File: config.mk
export PLATFORM = sky130hd
export DESIGN_NAME = shift_initiator
export DESIGN_NICKNAME = d
export VERILOG_FILES = /design/src/rtl/shift_initiator.sv
export SDC_FILE = /design/constraint.sdc
export NUM_CORES = 1
export LEC_CHECK = 0
export ABC_AREA = 1
export CAP_MARGIN = 40
export CELL_PAD_IN_SITES_DETAIL_PLACEMENT = 0
export CELL_PAD_IN_SITES_GLOBAL_PLACEMENT = 1
export CORE_AREA = 2 2 156 158
export CTS_CLUSTER_SIZE = 20
export DETAILED_ROUTE_END_ITERATION = 16
export DIE_AREA = 0 0 158 160
export PLACE_DENSITY_LB_ADDON = 0.1
export SYNTH_ARGS = -nofsm -noshare
export SYNTH_HDL_FRONTEND = slang
export SYNTH_SLANG_ARGS = --single-unit
File: constraint.sdc
create_clock -name clk -period 3.5 [get_ports clk]
set_input_delay 0.875 -clock clk [delete_from_list [all_inputs] [get_ports clk]]
set_output_delay 0.875 -clock clk [all_outputs]
set_load 0.005 [all_outputs]
File: src/rtl/shift_initiator.sv
// shift_initiator: queues shift requests and sequences them into the shifter one op at a time.
// Latency: pop -> ISSUE next cycle; result sampled LATENCY cycles after ISSUE; response held until accepted.
// Backpressure: req_ready = FIFO not full; no new issue while a response is unaccepted. Optional SHIFT_CHECK_EN adds a result model.
module shift_initiator #(
  parameter int WIDTH       = 32,
  parameter int SHIFT_WIDTH = 5,
  parameter int OPS         = 2,
  parameter int LATENCY     = 1,
  parameter int DEPTH       = 4
) (
  input  logic                   clk,
  input  logic                   rst,
  input  logic                   req_valid,
  output logic                   req_ready,
  input  logic [WIDTH-1:0]       req_data,
  input  logic [SHIFT_WIDTH-1:0] req_shift,
  input  logic [OPS-1:0]         req_op,
  output logic [WIDTH-1:0]       sh_data,
  output logic [SHIFT_WIDTH-1:0] sh_shift,
  output logic [OPS-1:0]         sh_op,
  output logic                   sh_start,
  input  logic [WIDTH-1:0]       sh_result,
  output logic                   rsp_valid,
  input  logic                   rsp_ready,
  output logic [WIDTH-1:0]       rsp_result,
  output logic                   rsp_mismatch,
  output logic [7:0]             err_count,
  output logic                   busy
);

  // Shifter op encodings.
  localparam logic [OPS-1:0] LEFT_SHIFTL  = OPS'(0);
  localparam logic [OPS-1:0] LEFT_SHIFTA  = OPS'(1);
  localparam logic [OPS-1:0] RIGHT_SHIFTL = OPS'(2);
  localparam logic [OPS-1:0] RIGHT_SHIFTA = OPS'(3);

  localparam int          AW      = $clog2(DEPTH);
  localparam int          EW      = WIDTH + SHIFT_WIDTH + OPS;
  localparam logic [AW:0] PTR_ONE = (AW+1)'(1);

  typedef enum logic [1:0] {IDLE, ISSUE, WAIT, HOLD} state_t;

  state_t         state, state_nxt;
  logic [EW-1:0]  mem [DEPTH];
  logic [AW:0]    wr_ptr, rd_ptr;
  logic           empty, full, push, pop, sample, rsp_clr;
  logic [3:0]     wait_cnt;

  // Extra pointer bit distinguishes full from empty when the indices match.
  assign empty     = (wr_ptr == rd_ptr);
  assign full      = (wr_ptr[AW] != rd_ptr[AW]) && (wr_ptr[AW-1:0] == rd_ptr[AW-1:0]);
  assign req_ready = !full;
  assign push      = req_valid && !full;
  assign busy      = (state != IDLE) || !empty;

  // FIFO pointers; a pop never frees space for a push in the same cycle.
  always_ff @(posedge clk) begin
    if (rst) begin
      wr_ptr <= '0;
      rd_ptr <= '0;
    end else begin
      if (push) wr_ptr <= wr_ptr + PTR_ONE;
      if (pop)  rd_ptr <= rd_ptr + PTR_ONE;
    end
  end

  // FIFO storage; contents are don't-care until written.
  always_ff @(posedge clk) begin
    if (push) mem[wr_ptr[AW-1:0]] <= {req_data, req_shift, req_op};
  end

  // Sequencer state register.
  always_ff @(posedge clk) begin
    if (rst) state <= IDLE;
    else     state <= state_nxt;
  end

  // Next state and per-state strobes.
  always_comb begin
    state_nxt = state;
    sh_start  = 1'b0;
    pop       = 1'b0;
    sample    = 1'b0;
    rsp_clr   = 1'b0;
    case (state)
      IDLE: begin
        if (!empty) begin
          pop       = 1'b1;
          state_nxt = ISSUE;
        end
      end
      ISSUE: begin
        sh_start  = 1'b1;
        state_nxt = WAIT;
      end
      WAIT: begin
        if (wait_cnt + 4'd1 == 4'(LATENCY)) begin
          sample    = 1'b1;
          state_nxt = HOLD;
        end
      end
      HOLD: begin
        if (rsp_ready) begin
          rsp_clr   = 1'b1;
          state_nxt = IDLE;
        end
      end
      default: state_nxt = IDLE;
    endcase
  end

  // Operand registers: loaded on pop, held until the next pop.
  always_ff @(posedge clk) begin
    if (rst) begin
      sh_data  <= '0;
      sh_shift <= '0;
      sh_op    <= '0;
    end else if (pop) begin
      {sh_data, sh_shift, sh_op} <= mem[rd_ptr[AW-1:0]];
    end
  end

  // Wait counter: cleared on pop, counts WAIT cycles.
  always_ff @(posedge clk) begin
    if (rst)                wait_cnt <= '0;
    else if (pop)           wait_cnt <= '0;
    else if (state == WAIT) wait_cnt <= wait_cnt + 4'd1;
  end

  // Response capture and hold until accepted.
  always_ff @(posedge clk) begin
    if (rst) begin
      rsp_valid  <= 1'b0;
      rsp_result <= '0;
    end else if (sample) begin
      rsp_valid  <= 1'b1;
      rsp_result <= sh_result;
    end else if (rsp_clr) begin
      rsp_valid  <= 1'b0;
    end
  end

`ifdef SHIFT_CHECK_EN
  logic [WIDTH-1:0] expected;

  // Reference result for the issued operands; unknown op codes pass data through.
  always_comb begin
    expected = sh_data;
    case (sh_op)
      LEFT_SHIFTA, LEFT_SHIFTL: expected = sh_data << sh_shift;
      RIGHT_SHIFTL:             expected = sh_data >> sh_shift;
      RIGHT_SHIFTA:             expected = WIDTH'($signed(sh_data) >>> sh_shift);
      default:                  expected = sh_data;
    endcase
  end

  // Mismatch flag travels with rsp_result; error count saturates at 255.
  always_ff @(posedge clk) begin
    if (rst) begin
      rsp_mismatch <= 1'b0;
      err_count    <= '0;
    end else if (sample) begin
      rsp_mismatch <= (sh_result != expected);
      if ((sh_result != expected) && (err_count != 8'hFF))
        err_count <= err_count + 8'd1;
    end
  end
`else
  assign rsp_mismatch = 1'b0;
  assign err_count    = '0;
`endif

endmodule

==> results of run 1 <==
-- final cells by class --
class | instances | share of cell area, %
Sequential cell | 240 | 53.66
Multi-Input combinational cell | 469 | 19.81
Inverter | 56 | 1.813
Clock buffer | 36 | 6.136
Antenna cell | 2 | 0.04217
Clock inverter | 12 | 1.307
Timing Repair Buffer | 161 | 13.81
Tap cell | 324 | 3.416
-- where the power goes --
group          internal [mW]  leakage, nW  switching, mW
registers               3.43         2.13          0.189
clock network           1.68        0.421           1.09
logic                   1.07         1.62           1.36
-- critical path, cell delays in order, from the launching register on --
cell                              delay [ns]
sky130_fd_sc_hd__dfxtp_1                0.43
sky130_fd_sc_hd__inv_1                  0.13
sky130_fd_sc_hd__nand2_1                0.10
sky130_fd_sc_hd__nand2_2                0.08
sky130_fd_sc_hd__nand4_1                0.18
sky130_fd_sc_hd__clkdlybuf4s50_1        0.55
-- worst paths after layout --
path / from / endpoint
setup reg to reg: wr_ptr[0]$_SDFFE_PP0P_ / sh_data[24]$_SDFFE_PP0P_
hold / removal: rsp_result[31]$_SDFFE_PP0P_ / rsp_result[31]$_SDFFE_PP0P_
hold reg to reg: rsp_result[31]$_SDFFE_PP0P_ / rsp_result[31]$_SDFFE_PP0P_
setup / recovery: wr_ptr[0]$_SDFFE_PP0P_ / busy
-- state kept, by name, indices dropped and copies added (netlist names) --
name	flops
mem	156
rd_ptr	3
rsp_result	32
rsp_valid	1
sh_data	32
sh_op	2
sh_shift	5
state	2
wait_cnt	4
wr_ptr	3
-- layout by cell type (no fill, tap or decap), types with 3 or more instances in the layout --
cell type and n:
sky130_fd_sc_hd__a21oi_1 41, sky130_fd_sc_hd__buf_12 3, sky130_fd_sc_hd__buf_4 8, sky130_fd_sc_hd__bufinv_16 3
sky130_fd_sc_hd__clkbuf_1 6, sky130_fd_sc_hd__clkbuf_16 26, sky130_fd_sc_hd__clkbuf_8 4, sky130_fd_sc_hd__clkdlybuf4s50_1 149
sky130_fd_sc_hd__clkinvlp_4 3, sky130_fd_sc_hd__conb_1 9, sky130_fd_sc_hd__dfxtp_1 82, sky130_fd_sc_hd__edfxtp_1 156
sky130_fd_sc_hd__ha_1 12, sky130_fd_sc_hd__inv_1 53, sky130_fd_sc_hd__nand2_1 27, sky130_fd_sc_hd__nand3_1 5
sky130_fd_sc_hd__nand4_1 4, sky130_fd_sc_hd__nor2_1 205, sky130_fd_sc_hd__nor2_4 4, sky130_fd_sc_hd__o21ai_0 56
sky130_fd_sc_hd__o21ai_1 58, sky130_fd_sc_hd__o32ai_1 39
-- metal layers --
metal,GRT usage [%],vias up,share of wire (%)
li1,-,3099,-
met1,22.41,2899,48
met2,25.45,144,45
met3,2.931,30,5.5
met4,4.095,0,2.0
met5,0,-,0
-- per-stage QoR --
step / std cells / total power [mW] / utilization (%) / worst slack, ns / cell area (µm²)
6_report: 1300 / 8.826 / 49.82 / 0.6276 / 11870
2_1_floorplan: 824 / 5.191 / - / 0.4439 / 9280
4_1_cts: 1298 / 8.961 / 49.80 / 0.6065 / 11860
3_5_place_dp: 1250 / 6.157 / 46.09 / 1.042 / 10980
3_3_place_gp: 1249 / 6.125 / 45.98 / 1.057 / 10950
5_1_grt: 1298 / 9.378 / 49.80 / 0.4960 / 11860
-- cell families after synthesis --
kind of cell             share of synthesized area (%)
XOR/XNOR                                        0.3653
flip-flops                                       68.82
AO/OA/AOI/OAI                                    12.08
other                                          0.04054
AND/OR/NAND/NOR                                  10.60
adder cells (fa/ha/maj)                          1.623
buffers and inverters                            6.466
==> impl_summary.log, run 1 <==
INFO  metric critical_path_class = reg -> out
INFO  metric ctsHtreeMaxLevel = 1
INFO  metric cts_root_buf = sky130_fd_sc_hd__clkbuf_16
INFO  metric hold_viol_final = 0
INFO  metric synth-edff-count = 156
INFO  metric postSynth.topFlopCell = sky130_fd_sc_hd__edfxtp_1
INFO  metric clock-sinks = 240
INFO  metric synth-seq-cells = 240
INFO  metric cts_tree = yes
INFO  metric synthesized_netlist_cell_count = 816
INFO  metric critPathCaptureType = output port
INFO  metric fp.dieArea = 25280 µm²
INFO  metric multi_input_gate_area = 2351 µm²
INFO  metric wire_length_of_the_first_global_routing_pass = 31590 µm
INFO  metric grt_use_total = 15.91%
INFO  metric first_pass_iteration_count_of_the_detailed_router = 4
INFO  metric drt_drc_violations_left = 0
INFO  metric std_cell_rows = 57
INFO  metric postSynth.asyncResetShare = 0%
INFO  metric post_drt_wl_per_cell = 15.60 µm
INFO  metric gp_congestion = 0.7147
INFO  metric finalNetCount = 1041
INFO  metric final.fill_count = 2202
INFO  metric rr_worst_depth = 8
INFO  metric cts-buffers-inserted = 26
INFO  metric grt.overflow.total = 0
INFO  metric ff2ff_setup_slack = 1.40 ns
INFO  metric fin_tns_setup = 0 ns
INFO  metric clock_insertion_delay_worst_skew = 0.53 ns
INFO  metric grt_antenna_before_repair = 0
INFO  metric ir_worst_vdd = 0.0003828 V
INFO  metric fin_worst_hold_slack = 0.4414 ns
INFO  metric worst_hold_path.num_cells = 2
INFO  metric worst_setup_hold_path_clk_slew = 0.07 ns
INFO  metric report.final.setup_viol = 0
INFO  metric syn-mean-instance-area = 11.34 µm²
INFO  metric cp_data_required_time = 2.62 ns
INFO  metric start_kind = flip-flop
INFO  metric critical_path.max_fanout = 5
INFO  metric chipHeight = 160 µm
INFO  metric iter_0_drt_violations = 494
INFO  metric io_pins = 159
INFO  metric vias_in_the_first_global_route = 5872
INFO  metric slew_violations = 0
INFO  metric start_util = 38.83%
INFO  metric dr_total_vias = 6172
INFO  metric worst_pin_slew = 0.8224 ns
INFO  metric fmax = 0.3481 GHz
INFO  metric drtAntennaViolNets = 0
INFO  metric ys_top_cells_by_count = sky130_fd_sc_hd__nor2_1 (209), sky130_fd_sc_hd__edfxtp_1 (156), sky130_fd_sc_hd__dfxtp_1 (84)
INFO  metric hold_fix_buffer_count_after_cts = 0
INFO  metric synth_cell_types = 24
INFO  metric synth.largest_area_cell = sky130_fd_sc_hd__edfxtp_1
INFO  metric run_status = complete, no violations
INFO  metric crit_arrival = 2.00 ns
INFO  metric post_synthesis_sequential_area_ratio = 68.82%
INFO  metric hold_path_class = reg -> reg
INFO  metric min_period = 2.872 ns
INFO  metric max_cap_viol_count = 0
INFO  metric count_of_synthesis_stage_warnings_from_yosys = 0
INFO  metric synth_top_area_share = 50.64%
INFO  metric relative_slew_slack = 45.17%
INFO  metric final.period_utilization = 82.07%
INFO  metric layout.area.seq = 6369 µm²
INFO  metric detailedPlacementHpwl = 11290 µm
INFO  metric cts-resized-gates = 0
INFO  metric cellPowerDensity = 743.7 nW/µm²
INFO  metric syn-cell-area = 9250 µm²
INFO  metric yosysMostFrequentCell = sky130_fd_sc_hd__nor2_1
INFO  metric top_post_synthesis_cells_by_area = sky130_fd_sc_hd__edfxtp_1 (51%), sky130_fd_sc_hd__dfxtp_1 (18%), sky130_fd_sc_hd__nor2_1 (8.5%)
INFO  metric largest_net_degree_at_the_start_of_global_routing = 81
INFO  metric final_layout_size_suffix_gt1_share = 6.982%
INFO  metric unrepaired_setup_endpoints_after_global_routing = false
INFO  metric cts_setup_buffers = 0
INFO  metric viasPerCell = 4.748
INFO  metric floorplan.die.width = 158 µm
INFO  metric area_delta_synth_final = 28.30%
INFO  metric leakage = 4.170 nW
INFO  metric floorplan.core_area = 23820 µm²
INFO  metric routed_wl = 20280 µm
INFO  metric placement.io_buffers = 149
INFO  metric cts.path.max_buffers = 3
INFO  metric skew = 0.008367 ns
Power figures use the tool's default switching activity.
==> run 2, diff against run 1 <==
--- a/config.mk
+++ b/config.mk
@@ -9,10 +9,10 @@
 export CAP_MARGIN = 40
 export CELL_PAD_IN_SITES_DETAIL_PLACEMENT = 0
 export CELL_PAD_IN_SITES_GLOBAL_PLACEMENT = 1
-export CORE_AREA = 2 2 156 158
+export CORE_AREA = 2 2 160 162
 export CTS_CLUSTER_SIZE = 20
 export DETAILED_ROUTE_END_ITERATION = 16
-export DIE_AREA = 0 0 158 160
+export DIE_AREA = 0 0 162 164
 export PLACE_DENSITY_LB_ADDON = 0.1
 export SYNTH_ARGS = -nofsm -noshare
 export SYNTH_HDL_FRONTEND = slang
==> constraint.sdc (replaced) <==
create_clock -name clk -period 2.45 [get_ports clk]
set_input_delay 0.6125 -clock clk [delete_from_list [all_inputs] [get_ports clk]]
set_output_delay 0.6125 -clock clk [all_outputs]
set_load 0.005 [all_outputs]
==> run 2 against run 1 <==
First-iteration DRC count fell by 4.9%. Cell area rose by 0.76%. Highest routed layer unchanged. Worst setup slack got worse by 0.52 ns. Sequential power rose by 43%. Critical path depth fell by 1. Count of clock-buffer cells in the layout fell by 2.
==> impl_summary.log, run 2 (synthesis results as in run 1) <==
INFO  metric slowest_stage = sky130_fd_sc_hd__dlygate4sd2_1 (was sky130_fd_sc_hd__clkdlybuf4s50_1)
INFO  metric drtAntennaViolNets = 0 (unchanged)
INFO  metric cts_tree = yes (unchanged)
INFO  metric leakage = 4.222 nW (was 4.170 nW)
INFO  metric hold_viol_final = 0 (unchanged)
INFO  metric worst_setup_hold_path_clk_slew = 0.06 ns (was 0.07 ns)
INFO  metric share_clk_of_total_power = 31.7% (was 31.4%)
INFO  metric wl_met1 = 9761 µm (was 9721 µm)
INFO  metric io_pins = 159 (unchanged)
INFO  metric max_cap_viol_count = 0 (unchanged)
INFO  metric combinationalPowerShare = 27.9% (was 27.5%)
INFO  metric detailed_place.area = 11050 µm² (was 10980 µm²)
INFO  metric finalNetCount = 1046 (was 1041)
INFO  metric grt_antenna_before_repair = 0 (unchanged)
INFO  metric clock_insertion_delay_worst_skew = 0.54 ns (was 0.53 ns)
INFO  metric r2r_start = wait_cnt[0]$_SDFFE_PP0P_ (was wr_ptr[0]$_SDFFE_PP0P_)
INFO  metric pwr-share-seq = 40.5% (was 41.1%)
INFO  metric post_drt_wl_per_cell = 15.59 µm (was 15.60 µm)
INFO  metric slowest_delay = 0.33 ns (was 0.55 ns)
INFO  metric hold_path_class = reg -> reg (unchanged)
INFO  metric detailedPlacementHpwl = 12000 µm (was 11290 µm)
INFO  metric numPlacedInstances = 1259 (was 1250)
INFO  metric cts_root_buf = sky130_fd_sc_hd__clkbuf_16 (unchanged)
INFO  metric p_switching = 3.860 mW (was 2.639 mW)
INFO  metric crit_startpoint = state[0]$_SDFFE_PP0P_ (was wr_ptr[0]$_SDFFE_PP0P_)
INFO  metric critical_path_class = reg -> out (unchanged)
INFO  metric report.final.setup_viol = 0 (unchanged)
INFO  metric run_status = complete, no violations (unchanged)
INFO  metric cts-buffers-inserted = 27 (was 26)
INFO  metric worstHoldStart = rsp_result[11]$_SDFFE_PP0P_ (was rsp_result[31]$_SDFFE_PP0P_)
INFO  metric final.period_utilization = 95.54%
INFO  metric area_delta_synth_final = 29.27% (was 28.30%)
INFO  metric routed_wl = 20410 µm (was 20280 µm)
INFO  metric fmax = 0.4272 GHz
INFO  metric ctsHtreeMaxLevel = 1 (unchanged)
INFO  metric highest-signal-layer = met4 (unchanged)
INFO  metric layout_common_cells = sky130_fd_sc_hd__nor2_1 (205), sky130_fd_sc_hd__edfxtp_1 (156), sky130_fd_sc_hd__clkdlybuf4s50_1 (147), sky130_fd_sc_hd__dfxtp_1 (80), sky130_fd_sc_hd__o21ai_1 (58) (was sky130_fd_sc_hd__nor2_1 (205), sky130_fd_sc_hd__edfxtp_1 (156), sky130_fd_sc_hd__clkdlybuf4s50_1 (149), sky130_fd_sc_hd__dfxtp_1 (82), sky130_fd_sc_hd__o21ai_1 (58))
INFO  metric largest_reg_flops = 156 (unchanged)
INFO  metric fin_cells = 1309 (was 1300)
INFO  metric grt.overflow.total = 0 (unchanged)
INFO  metric critPathCaptureType = output port (unchanged)
INFO  metric clock-sinks = 240 (unchanged)
INFO  metric floorplan.die.width = 162 µm (was 158 µm)
INFO  metric fin_worst_hold_slack = 0.4405 ns (was 0.4414 ns)
INFO  metric switching_share = 30.26% (was 29.91%)
INFO  metric hold_fix_buffer_count_after_cts = 0 (unchanged)
INFO  metric relative_slew_slack = 47.70% (was 45.17%)
INFO  metric num_antenna_cells = 0 (was 2)
INFO  metric wl_met2 = 8946 µm (was 9038 µm)
INFO  metric cp_cell_sequence = inv_1 > ha_2 > nand4_1 > dlygate4sd2_1 (was inv_1 > nand2_1 > nand2_2 > nand4_1 > clkdlybuf4s50_1)
INFO  metric unrepaired_setup_endpoints_after_global_routing = false (unchanged)
INFO  metric skew = 0.008242 ns (was 0.008367 ns)
INFO  metric drt_drc_violations_left = 0 (unchanged)
INFO  metric gp_congestion = 0.7277 (was 0.7147)
INFO  metric final_layout_size_suffix_gt1_share = 7.865% (was 6.982%)
INFO  metric worst_hold_path.num_cells = 2 (unchanged)
INFO  metric critical_path.max_fanout = 4 (was 5)
INFO  metric placement.io_buffers = 149 (unchanged)
INFO  metric route.met3.wl = 1184 µm (was 1108 µm)
INFO  metric cp_data_required_time = 1.84 ns (was 2.62 ns)
INFO  metric viasPerCell = 4.727 (was 4.748)
INFO  metric ir_worst_vdd = 0.0005440 V (was 0.0003828 V)
INFO  metric largest_net_degree_at_the_start_of_global_routing = 81 (unchanged)
INFO  metric fp.dieArea = 26570 µm² (was 25280 µm²)
INFO  metric chipHeight = 164 µm (was 160 µm)
INFO  metric start_util = 37.27% (was 38.83%)
INFO  metric start_kind = flip-flop (unchanged)
INFO  metric dr_total_vias = 6187 (was 6172)
INFO  metric cellPowerDensity = 1067 nW/µm² (was 743.7 nW/µm²)
INFO  metric design_power_total = 12.75 mW (was 8.826 mW)
INFO  metric vias_in_the_first_global_route = 6008 (was 5872)
INFO  metric slew_violations = 0 (unchanged)
INFO  metric first_pass_iteration_count_of_the_detailed_router = 4 (unchanged)
INFO  metric wire_length_of_the_first_global_routing_pass = 32490 µm (was 31590 µm)
INFO  metric fin_area = 11960 µm² (was 11870 µm²)
INFO  metric worst_pin_slew = 0.7846 ns (was 0.8224 ns)
INFO  metric rr_worst_depth = 9 (was 8)
INFO  metric iter_0_drt_violations = 470 (was 494)
INFO  metric floorplan.core_area = 24820 µm² (was 23820 µm²)
INFO  metric most_common_library_cell_in_the_layout_ignoring_fill_and_taps = sky130_fd_sc_hd__nor2_1 (unchanged)
INFO  metric power_report.internal_total = 8.894 mW (was 6.186 mW)
INFO  metric fin_tns_setup = 0 ns (unchanged)
INFO  metric final.fill_count = 2313 (was 2202)
INFO  metric min_period = 2.341 ns
INFO  metric grt_use_total = 15.42% (was 15.91%)
INFO  metric crit_arrival = 1.73 ns (was 2.00 ns)
INFO  metric std_cell_rows = 58 (was 57)
INFO  metric cts.path.max_buffers = 3 (unchanged)
## run 2: final timing paths
| check | to | slack (ns) |
|---|---|---|
| worst max-delay path | busy | 0.11 |
| worst min-delay path | rsp_result[11]$_SDFFE_PP0P_ | 0.44 |
| worst max register to register | rsp_result[19]$_SDFFE_PP0P_ | 0.48 |
| worst min register to register | rsp_result[11]$_SDFFE_PP0P_ | 0.44 |
## run 2: power by group through the flow
stage / registers, mW / clock network, mW / logic [mW]
final: 5.16 / 4.04 / 3.55
after global routing: 5.23 / 4.33 / 4.00
after global placement: 5.26 / 0 / 3.56
after floorplan: 5.26 / 0 / 2.15
after CTS: 5.17 / 4.17 / 3.62
after detailed placement: 5.27 / 0 / 3.59
## run 2: worst max-delay path, delay by kind of cell (launching register included)
kind / cells / cell delay (ns)
buffers and inverters: 2 / 0.45
and+or+nand+nor: 1 / 0.18
DFF: 1 / 0.32
adders and majority gates: 1 / 0.23
## run 2: repair_timing
action / in CTS / in global routing
gates resized for setup: 5 / 1
pin swaps: 1 / 1
setup endpoints to repair: 2 / 1
buffers inserted: 1 / 0
cloned: 0 / 0
## run 2: final cells by class
class	count	area, µm²	area share [%]
inverters	56	215.2	1.800
well taps	330	412.9	3.453
multi-input cells	469	2354	19.68
flip-flops and latches	240	6374	53.30
clock buffers	34	721.9	6.037
repair buffers	165	1704	14.25
clock inverters	15	176.4	1.475
## run 2: through the flow
step                setup slack (ns)  utilization (%)
floorplan                    -0.5282                -
global route                0.009093            48.18
finish                        0.1092            48.18
detailed placement            0.3353            44.51
global placement              0.3490            44.40
CTS                          0.07160            48.17
## run 2: per-layer routing
| metal | vias up | global-route usage [%] |
|---|---|---|
| li1 | 3090 | - |
| met1 | 2898 | 22.03 |
| met2 | 170 | 24.53 |
| met3 | 29 | 2.500 |
| met4 | 0 | 4.143 |
| met5 | - | 0 |
